`config.mk`:
```
export PLATFORM = sky130hd
export DESIGN_NAME = serial_alu_periph
export DESIGN_NICKNAME = d
export VERILOG_FILES = /design/src/rtl/serial_alu_periph_pkg.sv /design/src/rtl/serial_alu_periph_slice.sv /design/src/rtl/serial_alu_periph.sv
export SDC_FILE = /design/constraint.sdc
export NUM_CORES = 1
export LEC_CHECK = 0
export ABC_AREA = 1
export ABC_CLOCK_PERIOD_IN_PS = 3690
export CAP_MARGIN = 30
export CELL_PAD_IN_SITES_DETAIL_PLACEMENT = 0
export CELL_PAD_IN_SITES_GLOBAL_PLACEMENT = 2
export CORE_ASPECT_RATIO = 0.75
export CORE_MARGIN = 2
export CORE_UTILIZATION = 35
export DETAILED_ROUTE_END_ITERATION = 16
export DONT_BUFFER_PORTS = 1
export HOLD_SLACK_MARGIN = 0.15
export PLACE_DENSITY = 0.88
export SYNTH_ARGS = -nofsm -noshare
export SYNTH_HDL_FRONTEND = slang
export SYNTH_SLANG_ARGS = --single-unit
export TNS_END_PERCENT = 5
```
`constraint.sdc`:
```
create_clock -name wb_clk_i -period 3.69 [get_ports wb_clk_i]
set_input_delay 0.9225 -clock wb_clk_i [delete_from_list [all_inputs] [get_ports wb_clk_i]]
set_output_delay 0.9225 -clock wb_clk_i [all_outputs]
set_load 0.005 [all_outputs]
```
`src/rtl/serial_alu_periph_pkg.sv`:
```
// serial_alu_pkg: mode encodings, register map offsets and STATUS bit positions
package serial_alu_pkg;

    typedef enum logic [1:0] {
        MODE_ADD = 2'b00,
        MODE_SUB = 2'b01,
        MODE_AND = 2'b10,
        MODE_XOR = 2'b11
    } mode_e;

    typedef enum logic [1:0] {
        S_IDLE = 2'b00,
        S_RUN  = 2'b01,
        S_DONE = 2'b10
    } state_e;

    localparam logic [2:0] REG_CTRL   = 3'd0;
    localparam logic [2:0] REG_OPA    = 3'd1;
    localparam logic [2:0] REG_OPB    = 3'd2;
    localparam logic [2:0] REG_RESULT = 3'd3;
    localparam logic [2:0] REG_STATUS = 3'd4;

    localparam int ST_BUSY = 0;
    localparam int ST_DONE = 1;
    localparam int ST_COUT = 2;
    localparam int ST_ZERO = 3;
    localparam int ST_OVF  = 4;
    localparam int ST_ERR  = 5;
    localparam int ST_IRQ  = 6;

    function automatic logic [31:0] wb_merge(input logic [31:0] old_v, input logic [31:0] new_v,
                                             input logic [3:0] sel);
        logic [31:0] m;
        m = {{8{sel[3]}}, {8{sel[2]}}, {8{sel[1]}}, {8{sel[0]}}};
        return (old_v & ~m) | (new_v & m);
    endfunction

endpackage

```
`src/rtl/serial_alu_periph_slice.sv`:
```
// alu_slice: combinational LANES-bit ALU slice with carry in/out; carry out is 0 in logic modes
module alu_slice
    import serial_alu_pkg::*;
#(
    parameter int LANES = 1
) (
    input  logic [LANES-1:0] i_a,
    input  logic [LANES-1:0] i_b,
    input  mode_e            i_mode,
    input  logic             i_cin,
    output logic [LANES-1:0] o_res,
    output logic             o_cout
);
    logic [LANES:0] w_sum;

    always_comb begin
        w_sum  = {1'b0, i_a} + {1'b0, (i_mode == MODE_SUB) ? ~i_b : i_b} + {{LANES{1'b0}}, i_cin};
        o_res  = (i_mode == MODE_AND) ? (i_a & i_b) :
                 (i_mode == MODE_XOR) ? (i_a ^ i_b) : w_sum[LANES-1:0];
        o_cout = (i_mode == MODE_ADD || i_mode == MODE_SUB) & w_sum[LANES];
    end

endmodule

```
`src/rtl/serial_alu_periph.sv`:
```
// serial_alu_periph: Wishbone-mapped ALU computing LANES bits per clock, LSB-first.
// Define ALU_IRQ_EN to add the sticky done interrupt (irq_pend / irq_o).
module serial_alu_periph
    import serial_alu_pkg::*;
#(
    parameter int WIDTH = 8,
    parameter int LANES = 1
) (
    input  logic        wb_clk_i,
    input  logic        wb_rst_i,
    input  logic        wbs_stb_i,
    input  logic        wbs_cyc_i,
    input  logic        wbs_we_i,
    input  logic [3:0]  wbs_sel_i,
    input  logic [31:0] wbs_dat_i,
    input  logic [31:0] wbs_adr_i,
    output logic        wbs_ack_o,
    output logic [31:0] wbs_dat_o,
    output logic        busy_o,
    output logic        done_o,
    output logic        irq_o
);
    localparam int STEPS = WIDTH / LANES;
    localparam int CW    = $clog2(STEPS + 1);

    if (WIDTH < 1 || WIDTH > 32 || LANES < 1 || (WIDTH % LANES) != 0) begin : g_bad_cfg
        $error("serial_alu_periph: WIDTH must be 1..32 and a multiple of LANES");
    end

    state_e           r_state, w_state_nxt;
    mode_e            r_mode;
    logic             r_cin, r_ack, r_carry, r_am, r_bm;
    logic             r_cout, r_zero, r_ovf, r_done, r_err;
    logic [31:0]      r_dat;
    logic [WIDTH-1:0] r_opa, r_opb, r_sa, r_sb, r_acc, r_result;
    logic [CW-1:0]    r_cnt;

    logic             w_req, w_wr, w_busy, w_start, w_go, w_op_wr, w_st_wr, w_err_set, w_last;
    logic             w_sc, w_ovf, w_irq;
    logic [2:0]       w_addr;
    mode_e            w_mode_in;
    logic [LANES-1:0] w_res;
    logic [WIDTH-1:0] w_res_ext, w_acc_nxt;
    logic [31:0]      w_status, w_rdata;
    logic             w_unused;

    assign w_req     = wbs_stb_i & wbs_cyc_i & ~r_ack;
    assign w_wr      = w_req & wbs_we_i;
    assign w_addr    = wbs_adr_i[4:2];
    assign w_busy    = r_state == S_RUN;
    assign w_start   = w_wr && w_addr == REG_CTRL && wbs_dat_i[0];
    assign w_go      = w_start && r_state == S_IDLE;
    assign w_op_wr   = w_wr && (w_addr == REG_OPA || w_addr == REG_OPB);
    assign w_st_wr   = w_wr && w_addr == REG_STATUS;
    assign w_err_set = (w_start && r_state != S_IDLE) || (w_op_wr && w_busy);
    assign w_last    = w_busy && r_cnt == CW'(1);
    assign w_mode_in = mode_e'(wbs_dat_i[2:1]);
    assign w_unused  = ^{wbs_adr_i[31:5], wbs_adr_i[1:0]};

    alu_slice #(.LANES(LANES)) u_slice (
        .i_a   (r_sa[LANES-1:0]),
        .i_b   (r_sb[LANES-1:0]),
        .i_mode(r_mode),
        .i_cin (r_carry),
        .o_res (w_res),
        .o_cout(w_sc)
    );

    // each new slice enters at the top so the first (LSB) slice ends at bit 0
    assign w_res_ext = WIDTH'(w_res);
    assign w_acc_nxt = (r_acc >> LANES) | (w_res_ext << (WIDTH - LANES));
    assign w_ovf     = (r_mode == MODE_ADD || r_mode == MODE_SUB) && r_am == r_bm &&
                       w_acc_nxt[WIDTH-1] != r_am;

    assign w_status = {25'd0, w_irq, r_err, r_ovf, r_zero, r_cout, r_done, w_busy};
    assign w_rdata  = (w_addr == REG_CTRL)   ? {28'd0, r_cin, r_mode, 1'b0} :
                      (w_addr == REG_OPA)    ? 32'(r_opa) :
                      (w_addr == REG_OPB)    ? 32'(r_opb) :
                      (w_addr == REG_RESULT) ? 32'(r_result) :
                      (w_addr == REG_STATUS) ? w_status : 32'd0;

    always_comb begin
        w_state_nxt = r_state;
        case (r_state)
            S_IDLE:  w_state_nxt = w_go ? S_RUN : S_IDLE;
            S_RUN:   w_state_nxt = w_last ? S_DONE : S_RUN;
            default: w_state_nxt = S_IDLE;
        endcase
    end

    always_ff @(posedge wb_clk_i or posedge wb_rst_i) begin
        if (wb_rst_i) begin
            r_state  <= S_IDLE;
            r_mode   <= MODE_ADD;
            r_cin    <= 1'b0;
            r_ack    <= 1'b0;
            r_dat    <= 32'd0;
            r_opa    <= '0;
            r_opb    <= '0;
            r_sa     <= '0;
            r_sb     <= '0;
            r_acc    <= '0;
            r_result <= '0;
            r_cnt    <= '0;
            r_carry  <= 1'b0;
            r_am     <= 1'b0;
            r_bm     <= 1'b0;
            r_cout   <= 1'b0;
            r_zero   <= 1'b0;
            r_ovf    <= 1'b0;
            r_done   <= 1'b0;
            r_err    <= 1'b0;
        end else begin
            r_state <= w_state_nxt;
            r_ack   <= w_req;
            r_dat   <= w_req ? w_rdata : 32'd0;
            if (w_wr && w_addr == REG_OPA && !w_busy)
                r_opa <= WIDTH'(wb_merge(32'(r_opa), wbs_dat_i, wbs_sel_i));
            if (w_wr && w_addr == REG_OPB && !w_busy)
                r_opb <= WIDTH'(wb_merge(32'(r_opb), wbs_dat_i, wbs_sel_i));
            if (w_wr && w_addr == REG_CTRL && r_state == S_IDLE) begin
                r_mode <= w_mode_in;
                r_cin  <= wbs_dat_i[3];
            end
            if (w_go) begin
                r_sa    <= r_opa;
                r_sb    <= r_opb;
                r_carry <= (w_mode_in == MODE_SUB) ? 1'b1 : wbs_dat_i[3];
                r_cnt   <= CW'(STEPS);
                r_am    <= r_opa[WIDTH-1];
                r_bm    <= r_opb[WIDTH-1] ^ (w_mode_in == MODE_SUB);
            end else if (w_busy) begin
                r_sa    <= r_sa >> LANES;
                r_sb    <= r_sb >> LANES;
                r_acc   <= w_acc_nxt;
                r_carry <= w_sc;
                r_cnt   <= r_cnt - CW'(1);
            end
            if (w_last) begin
                r_result <= w_acc_nxt;
                r_cout   <= w_sc;
                r_zero   <= w_acc_nxt == '0;
                r_ovf    <= w_ovf;
            end
            r_done <= w_last | (r_done & ~(w_st_wr & wbs_dat_i[ST_DONE]));
            r_err  <= w_err_set | (r_err & ~(w_st_wr & wbs_dat_i[ST_ERR]));
        end
    end

`ifdef ALU_IRQ_EN
    logic r_irq;
    always_ff @(posedge wb_clk_i or posedge wb_rst_i) begin
        if (wb_rst_i) r_irq <= 1'b0;
        else          r_irq <= w_last | (r_irq & ~(w_st_wr & wbs_dat_i[ST_IRQ]));
    end
    assign w_irq = r_irq;
`else
    assign w_irq = 1'b0;
`endif

    assign wbs_ack_o = r_ack;
    assign wbs_dat_o = r_dat;
    assign busy_o    = w_busy;
    assign done_o    = r_state == S_DONE;
    assign irq_o     = w_irq;

endmodule
```
# Word level (Yosys, flattened, before mapping)
# Cells that the tools add are included.
# totals
ff_bits	74
inputBits	73
output_inout_bits	36
elab_cells	108
# classes
eq_ne	13
n_bitwise	25
addsub	3
n_reduce_logical	26
muxes	21
# op_table
op	count
2-to-1 mux 8 bit	9
bitwise AND 8 bit	3
OR 8 bit	2
logical AND 1 bit	15
bitwise AND 1 bit	9
zero test 8 bit	1
2-to-1 mux 4 bit	2
inverter 8 bit	1
OR 7 x 8 -> 8 bit	1
2-to-1 mux 1 bit	7
equality test 2 x 1 -> 1 bit (second input constant)	3
equality test 2 bit (second input constant)	3
equality test 3 x 2 -> 1 bit (second input constant)	2
2-to-1 mux 6 bit	1
inverter 1 bit	5
equality test 4 x 1 -> 1 bit (second input constant)	1
zero test 2 bit	2
one-hot mux 2 bit (2 select lines)	1
nonzero test 2 bit	2
subtractor 4 x 1 -> 4 bit (second input constant)	1
equality test 3 x 1 -> 1 bit (second input constant)	1
equality test 3 bit (second input constant)	1
zero test 3 bit	1
logical OR 1 bit	3
9 further kinds	11

# Longest topological paths before layout
# depth
ltp_word	9
depth_mapped	10
ltp_nobuf	10

# Hierarchy
# A second synthesis with hierarchy kept.
# unflattened
hier_cells	474
hier_area_um2	3883.7
# modules_own_cells
mod	cells_each	instances	seq_area_each_um2	area_per_inst_um2
serial_alu_periph	455	1	1826.8	3784.9
alu_slice	19	1	0.0	98.8

# Least setup slack after synthesis
# Ideal clock, no wire load.
# synth_timing
kind	input -> register
startpoint	in wbs_adr_i[2]
endpoint	reg r_sb[0]
setup_ns	0.117
t_arrival_ns	1.778
path_slack_ns	1.795
path_buffers	2
cell_stages	8
required_time_ns	3.573
cell_sequence	buf_6 -> inv_1 -> nand2_2 -> nor2_4 -> buf_4 -> nand4_1 -> nand2_1 -> nand2_1
# synth_between
elab_chain_cells	5
elab_cells_between_ends	6
cone_classes	mux (1); reduce/logical (5)
# synth_rtl
element	line	source
start, declared	serial_alu_periph.sv:16	input logic [31:0] wbs_adr_i,
zero test 3 bit *	serial_alu_periph.sv:51	assign w_start = w_wr && w_addr == REG_CTRL && wbs_dat_i[0];
logical AND 1 bit * (2 in series)	serial_alu_periph.sv:51	
logical AND 1 bit *	serial_alu_periph.sv:52	assign w_go = w_start && r_state == S_IDLE;
2-to-1 mux 8 bit or nonzero test 2 bit (tied branches)	-	
end signal, assigned	serial_alu_periph.sv:127	r_sb <= r_opb;
end signal, assigned	serial_alu_periph.sv:134	r_sb <= r_sb >> LANES;
end, declared	serial_alu_periph.sv:35	logic [WIDTH-1:0] r_opa, r_opb, r_sa, r_sb, r_acc, r_result;
# Every way passes the cells marked *; elsewhere a longest branch is shown, timed or not.
# A chain may end at the register's enable or synchronous reset.

# Final worst setup path
# layout_timing
startpoint	reg r_state[1]
endpoint	out busy_o
# layout_between
elab_chain_cells	1
# layout_rtl
element	line	source
start, declared	serial_alu_periph.sv:30	state_e r_state, w_state_nxt;
start signal, assigned	serial_alu_periph.sv:114	r_state <= w_state_nxt;
equality test 2 x 1 -> 1 bit	serial_alu_periph.sv:50	assign w_busy = r_state == S_RUN;
end, declared	serial_alu_periph.sv:19	output logic busy_o,
# No other way between the ends.

==> results.py <==
metrics = {
    "outcome": {
        "status": "completed",
    },
    "power_and_ir_drop": {
        "power_density_nw_per_um2": 620.2,
        "power.leakage_nw": 2.120,
        "switchingPower_uw": 780.9,
        "seq_power_share": 0.445,
        "share_of_total_power_consumed_by_net_switching": 0.3078,
        "cell_internal_pwr_mw": 1.756,
        "clkPwrFrac": 0.352,
        "power.ir.vdd_worst_v": 0.0002681,
        "comb_power_share": 0.202,
    },
    "drt": {
        "route.antenna.remaining_nets": 0,
        "drtPass1Iterations": 5,
        "drt-total-wl_um": 8653,
        "drt_iter0_drc": 226,
        "vias": 2853,
        "vias_per_cell": 4.685,
        "drc": 0,
        "wire_per_inst_um": 14.21,
    },
    "critical_path": {
        "crit_path_start": "r_state[1]",
        "r2r_end": "r_ovf",
        "timing.critical_path.buf_inv": 1,
        "worstSetupEndpointType": "output pin",
        "critical_path_arrival_ns": 1.23,
        "timing.critical_path.from_type": "register",
        "timing.reg2reg.setup_slack_ns": 1.62,
        "critPathTopFamily": "flip-flops",
        "critical_path.max_fanout": 31,
        "cp_depth": 2,
        "required_ns": 2.77,
        "regToRegStartpoint": "r_mode[1]",
        "timing.critical_path.slowest_stage_cell": "sky130_fd_sc_hd__dfrtp_1",
        "rr_worst_depth": 10,
        "crit_type": "reg2out",
        "timing.critical_path.slowest_cell_delay_ns": 0.42,
        "critical_path.endpoint": "busy_o",
        "worstPathCellList": "nor2_4 -> buf_4",
    },
    "cells_and_area": {
        "post_route_cells_drive_above_1_share": 0.08668,
        "nNetsFinal": 545,
        "n_antenna_cell": 0,
        "final_cell_mix": "sky130_fd_sc_hd__nand2_1 (146), sky130_fd_sc_hd__dfrtp_1 (73), sky130_fd_sc_hd__inv_1 (53)",
        "area_growth_pct": 8.891,
        "layoutNonFillerInstCount": 609,
        "layout.filler_cells": 1103,
        "final_common_cell": "sky130_fd_sc_hd__nand2_1",
    },
    "placed_design": {
        "gpl.final_weighted_congestion": 0.8151,
        "dp.cells": 593,
        "placement.io_buffers": 0,
        "place_hpwl_um": 6180,
    },
    "grt": {
        "first_global_vias": 2703,
        "grt.total_usage": 0.1645,
        "final_global_route_overflow_total": 0,
        "grt_first_pass_wirelength_um": 14230,
        "number_of_antenna_violations_at_the_first_check_in_global_routing": 0,
        "grt_start_max_net_pins": 42,
    },
    "timing": {
        "report.final.hold_viol_count": 0,
        "clock.fmax_mhz": 463.8,
        "drv_slew": 0,
        "final.min_clock_period_ns": 2.156,
        "slew_headroom": 0.5301,
        "hold-worst-slack_ns": 0.4868,
        "timing.final.setup_violations": 0,
        "worst-slew-pin-transition_ns": 0.7038,
        "finalClockSkew_ns": 0.004625,
        "rsz0062_at_grt": "no",
        "fin_setup_tns_ns": 0,
        "tcrit_tclk_final": 0.5844,
    },
    "job": {
        "drv.max_cap_violation_count": 0,
    },
    "synth": {
        "synth.yosys.warnings": 0,
        "synth.top_cell.area_share": 0.4862,
        "ys_seq_area_frac": 0.4862,
        "synth-seq-cells": 73,
        "netlist_area_um2": 3757,
        "number_of_library_cell_types_mapped_by_synthesis": 28,
        "synth.largest_area_cell": "sky130_fd_sc_hd__dfrtp_1",
        "syn_avg_cell_area_um2": 7.994,
        "synth.area.top_cells": "sky130_fd_sc_hd__dfrtp_1 (49%), sky130_fd_sc_hd__nand2_1 (15%), sky130_fd_sc_hd__inv_1 (5.4%)",
        "syn-instance-count": 470,
    },
    "cts": {
        "clockBufferDepth": 2,
        "htree_levels": 3,
        "post_cts_resize_count": 0,
        "post_cts_hold_buffer_count": 0,
        "ctsRootBufferMaster": "sky130_fd_sc_hd__clkbuf_16",
        "cts_tree": "yes",
        "tritoncts.num_buffers": 9,
        "cts.sinks": 73,
        "worst_skew_pair.late_latency_ns": 0.33,
        "post_cts.repair.setup_buffers": 0,
        "clk_transition_reported_paths_ns": 0.05,
    },
    "die": {
        "chipHeight_um": 93.73,
        "rows": 32,
        "overall_die_area_um2": 11590,
        "core_area_um2": 10370,
        "io-pin-count": 109,
        "starting_density_of_the_core": 0.3623,
        "die_w_um": 123.6,
    },
    "min_path": {
        "start_point_of_the_worst_hold_path": "r_zero",
        "hold_path_class": "reg2reg",
    },
}
## cells by family (layout without fill, tap and decap cells)
logic type / after synthesis / after routing / synth area share
and+or+nand+nor: 233 / 233 / 0.2827
buffers and inverters: 99 / 78 / 0.1295
DFF: 73 / 73 / 0.4862
adders and majority gates: 4 / 4 / 0.01532
other: 1 / 25 / 0.0009980
xor gates and xnor gates: 4 / 4 / 0.009323
AOI/OAI and AO/OA: 56 / 56 / 0.07592
## through the flow
| stage | setup slack [ns] | util | cell area [um^2] | power, mW |
|---|---|---|---|---|
| floorplan | 0.9142 | - | 3847 | 1.529 |
| global placement | 1.606 | 0.3647 | 3782 | 1.638 |
| detailed placement | 1.584 | 0.3647 | 3782 | 1.666 |
| CTS | 1.503 | 0.3945 | 4091 | 2.576 |
| global route | 1.437 | 0.3945 | 4091 | 2.720 |
| finish | 1.534 | 0.3945 | 4091 | 2.537 |
## synth_stat cells
| cell | count |
|---|---|
| sky130_fd_sc_hd__o211ai_1 | 2 |
| sky130_fd_sc_hd__nor2_8 | 1 |
| sky130_fd_sc_hd__nor2_1 | 19 |
| sky130_fd_sc_hd__conb_1 | 1 |
| sky130_fd_sc_hd__nor3_2 | 1 |
| sky130_fd_sc_hd__ha_1 | 3 |
| sky130_fd_sc_hd__inv_2 | 3 |
| sky130_fd_sc_hd__nor2_4 | 5 |
| sky130_fd_sc_hd__or2_2 | 3 |
| sky130_fd_sc_hd__nand4_2 | 2 |
| sky130_fd_sc_hd__clkbuf_1 | 7 |
| sky130_fd_sc_hd__dfrtp_1 | 73 |
| sky130_fd_sc_hd__nand4_1 | 17 |
| sky130_fd_sc_hd__buf_2 | 8 |
| sky130_fd_sc_hd__nand3_1 | 31 |
| sky130_fd_sc_hd__nand3_2 | 1 |
| sky130_fd_sc_hd__buf_4 | 26 |
| sky130_fd_sc_hd__xor2_1 | 4 |
| sky130_fd_sc_hd__nand2_2 | 2 |
| sky130_fd_sc_hd__o21ai_1 | 13 |
| sky130_fd_sc_hd__inv_1 | 54 |
| sky130_fd_sc_hd__nor3_1 | 2 |
| sky130_fd_sc_hd__o21ai_0 | 37 |
| sky130_fd_sc_hd__nand2_1 | 146 |
| sky130_fd_sc_hd__nor2_2 | 3 |
| sky130_fd_sc_hd__buf_6 | 1 |
| sky130_fd_sc_hd__fa_1 | 1 |
| sky130_fd_sc_hd__a21oi_1 | 4 |
## worst min-delay path: cells and delay by family (launching register included)
kind	cells	cell delay, ns
DFF	1	0.34
and+or+nand+nor	2	0.12
## power groups by stage
stage,clock (mW),combinational [mW],sequential (mW)
after CTS,0.920,0.526,1.13
after global placement,0,0.501,1.14
after detailed placement,0,0.525,1.14
after global routing,0.954,0.608,1.16
after floorplan,0,0.427,1.10
final,0.893,0.514,1.13
## per-layer routing
metal / GRT usage / up-vias / share of wire
met1: 0.2427 / 1349 / 0.50
met3: 0.04490 / 5 / 0.056
met2: 0.2335 / 65 / 0.44
li1: - / 1434 / -
met5: 0 / - / 0
met4: 0.04830 / 0 / 0.0068
## layout make-up
type / count / area (um^2) / area share
Clock buffer: 14 / 274.0 / 0.06697
Inverter: 57 / 214.0 / 0.05229
Multi-Input combinational cell: 322 / 1534 / 0.3749
Clock inverter: 2 / 35.03 / 0.008563
Tap cell: 136 / 170.2 / 0.04159
Sequential cell: 73 / 1827 / 0.4465
Timing Repair Buffer: 5 / 37.54 / 0.009174
## worst min-delay path by stage
stage | slack [ns] | cells after the start | end
floorplan | 0.45 | 2 | r_cin
global placement | 0.47 | 2 | r_acc[7]
detailed placement | 0.47 | 2 | register
CTS | 0.49 | 2 | register
global route | 0.50 | 2 | r_zero
finish | 0.49 | 2 | r_zero
(Power assumes the default switching activity.)
==> RTL edit, RTL diff (config.mk and constraints unchanged) <==
Take the reset off `r_dat` and load it in a clocked block of its own.
--- a/src/rtl/serial_alu_periph.sv
+++ b/src/rtl/serial_alu_periph.sv
@@ -96,3 +96,2 @@
             r_ack    <= 1'b0;
-            r_dat    <= 32'd0;
             r_opa    <= '0;
@@ -115,3 +114,2 @@
             r_ack   <= w_req;
-            r_dat   <= w_req ? w_rdata : 32'd0;
             if (w_wr && w_addr == REG_OPA && !w_busy)
@@ -149,2 +147,6 @@
 
+    always_ff @(posedge wb_clk_i) begin
+        r_dat <= w_req ? w_rdata : 32'd0;
+    end
+
 `ifdef ALU_IRQ_EN
Check against the original RTL: differs if wb_rst_i is asserted again (counterexample within 4 cycles, from zero or initial values and one cycle with wb_rst_i high); with wb_rst_i held inactive, the same outputs for 10 cycles.
==> RTL edit against the unedited design <==
  * Routed wire length down 0.82%
  * Sequential cell count unchanged
  * Utilization barely moved
  * Non-clock buffer count decreased by 2
  * Worst setup slack got worse by 0.17 ns
  * Cell area shrank 0.43%
  * Total power grew 4.1%
  * Synthesized cell count fell by 0.64%
  * Die area decreased by 0.90%
  * Combinational power decreased by 3%
  * Synthesized area decreased by 0.93%
  * Clock power rose by 14%
  * Critical path type unchanged
  * Critical endpoint unchanged
  * Largest power group unchanged
==> RTL edit: results (changes against the unedited design) <==
vias: 2842  # was 2853
met3_length_um: 494  # was 486 um
met2WireLength_mm: 3.62  # was 3.80 mm
diodes: 0  # unchanged
place_ws_ns: 1.38  # was 1.58 ns
yosys-top-cells-area: "dfrtp_1 (44%), nand2_1 (15%), buf_4 (5.6%), inv_1 (5.1%), o21ai_0 (4.7%)"  # was dfrtp_1 (49%), nand2_1 (15%), inv_1 (5.4%), buf_4 (5.2%), o21ai_0 (4.9%)
gp_congestion: 0.818  # was 0.815
wirelength_mm: 8.58  # was 8.65 mm
dp_cells: 588  # was 593
fillCellCount: 1063  # was 1103
cts_buffers: 9  # unchanged
final_cells: 604  # was 609
worst_pin_slew_ns: 0.712  # was 0.704 ns
synthFlopType: "dfrtp_1"  # unchanged
layout.nets: 540  # was 545
grt_pass1_vias: 2552  # was 2703
critPathMaxFanout: 20  # was 31
met2_usage: 0.223  # was 0.234
use_met1: 0.248  # was 0.243
cts_hold_buf: 0  # unchanged
outcome: "completed"  # unchanged
first_pass_iters: 4  # was 5
finalClockSkew_ns: 0.00700  # was 0.00463 ns
ir_drop_mv: 0.337  # was 0.268 mV
met3_usage: 0.0439  # was 0.0449
drtIter0Drc: 213  # was 226
yosysUniqueCellTypes: 31  # was 28
synthCells: 467  # was 470
overflow: 0  # unchanged
grtUsageTotal: 0.163  # was 0.165
p_leak_nw: 2.06  # was 2.12 nW
ys_seq_area_frac: 0.480  # was 0.486
grt_max_degree: 42  # unchanged
grt_pass1_wl_mm: 13.9  # was 14.2 mm
synth_commonest_cells: "nand2_1 (149), dfrtp_1 (65), inv_1 (51)"  # was nand2_1 (146), dfrtp_1 (73), inv_1 (54)
drive_above_1_share: 0.0833  # was 0.0867
dpl.hpwl_mm: 6.10  # was 6.18 mm
critPathArrivalTime_ns: 1.41  # was 1.23 ns
post_cts_resized: 0  # unchanged
synth-async-reset-ratio: 0.890  # was 1.00
wl_met1_mm: 4.39  # was 4.31 mm
RTL edit: worst paths after layout:
kind / start / endpoint / slack (ns) / depth (start not counted)
worst min-delay path: register / register / 0.48 / 2
worst max register to register: r_mode[1] / r_ovf / 1.68 / 10
max in group asynchronous: wb_rst_i / r_sb[1] / 2.48 / 2
worst min register to register: register / register / 0.48 / 2
min in group asynchronous: wb_rst_i / r_done / 0.59 / 1
worst max-delay path: r_state[1] / busy_o / 1.36 / 2
RTL edit: cells by family after synthesis:
family / count (synthesis) / share of synthesized area
simple gates: 243 / 0.298
xor+xnor: 3 / 0.00706
compound gates: 46 / 0.0635
fa+ha+maj: 4 / 0.0155
buf+inv: 97 / 0.135
flops: 73 / 0.480
other cells: 1 / 0.00101
RTL edit: power by group:
group          switching [mW]  total, mW  internal, mW
Sequential              0.133       1.13         0.995
Combinational           0.321      0.497         0.176
Clock                   0.336       1.02         0.681
RTL edit: per-stage QoR:
stage               power, mW   util  area, um2
CTS                      2.67  0.394       4070
floorplan                1.51      -       3810
finish                   2.64  0.394       4070
detailed placement       1.64  0.360       3720
global placement         1.62  0.360       3720
global route             2.81  0.394       4070
RTL edit: worst max-delay path, cell delays in order, from the launching register on:
cell and delay [ns]:
dfrtp_1 0.42, nor2_4 0.30, buf_4 0.34
RTL edit: cell type report:
type,count,area [um2],share of cell area
flip-flops and latches,73,1790,0.439
multi-input cells,321,1520,0.374
clock buffers,10,239,0.0587
inverters,55,206,0.0507
well taps,136,170,0.0418
clock inverters,6,114,0.0279
repair buffers,3,35.0,0.00860
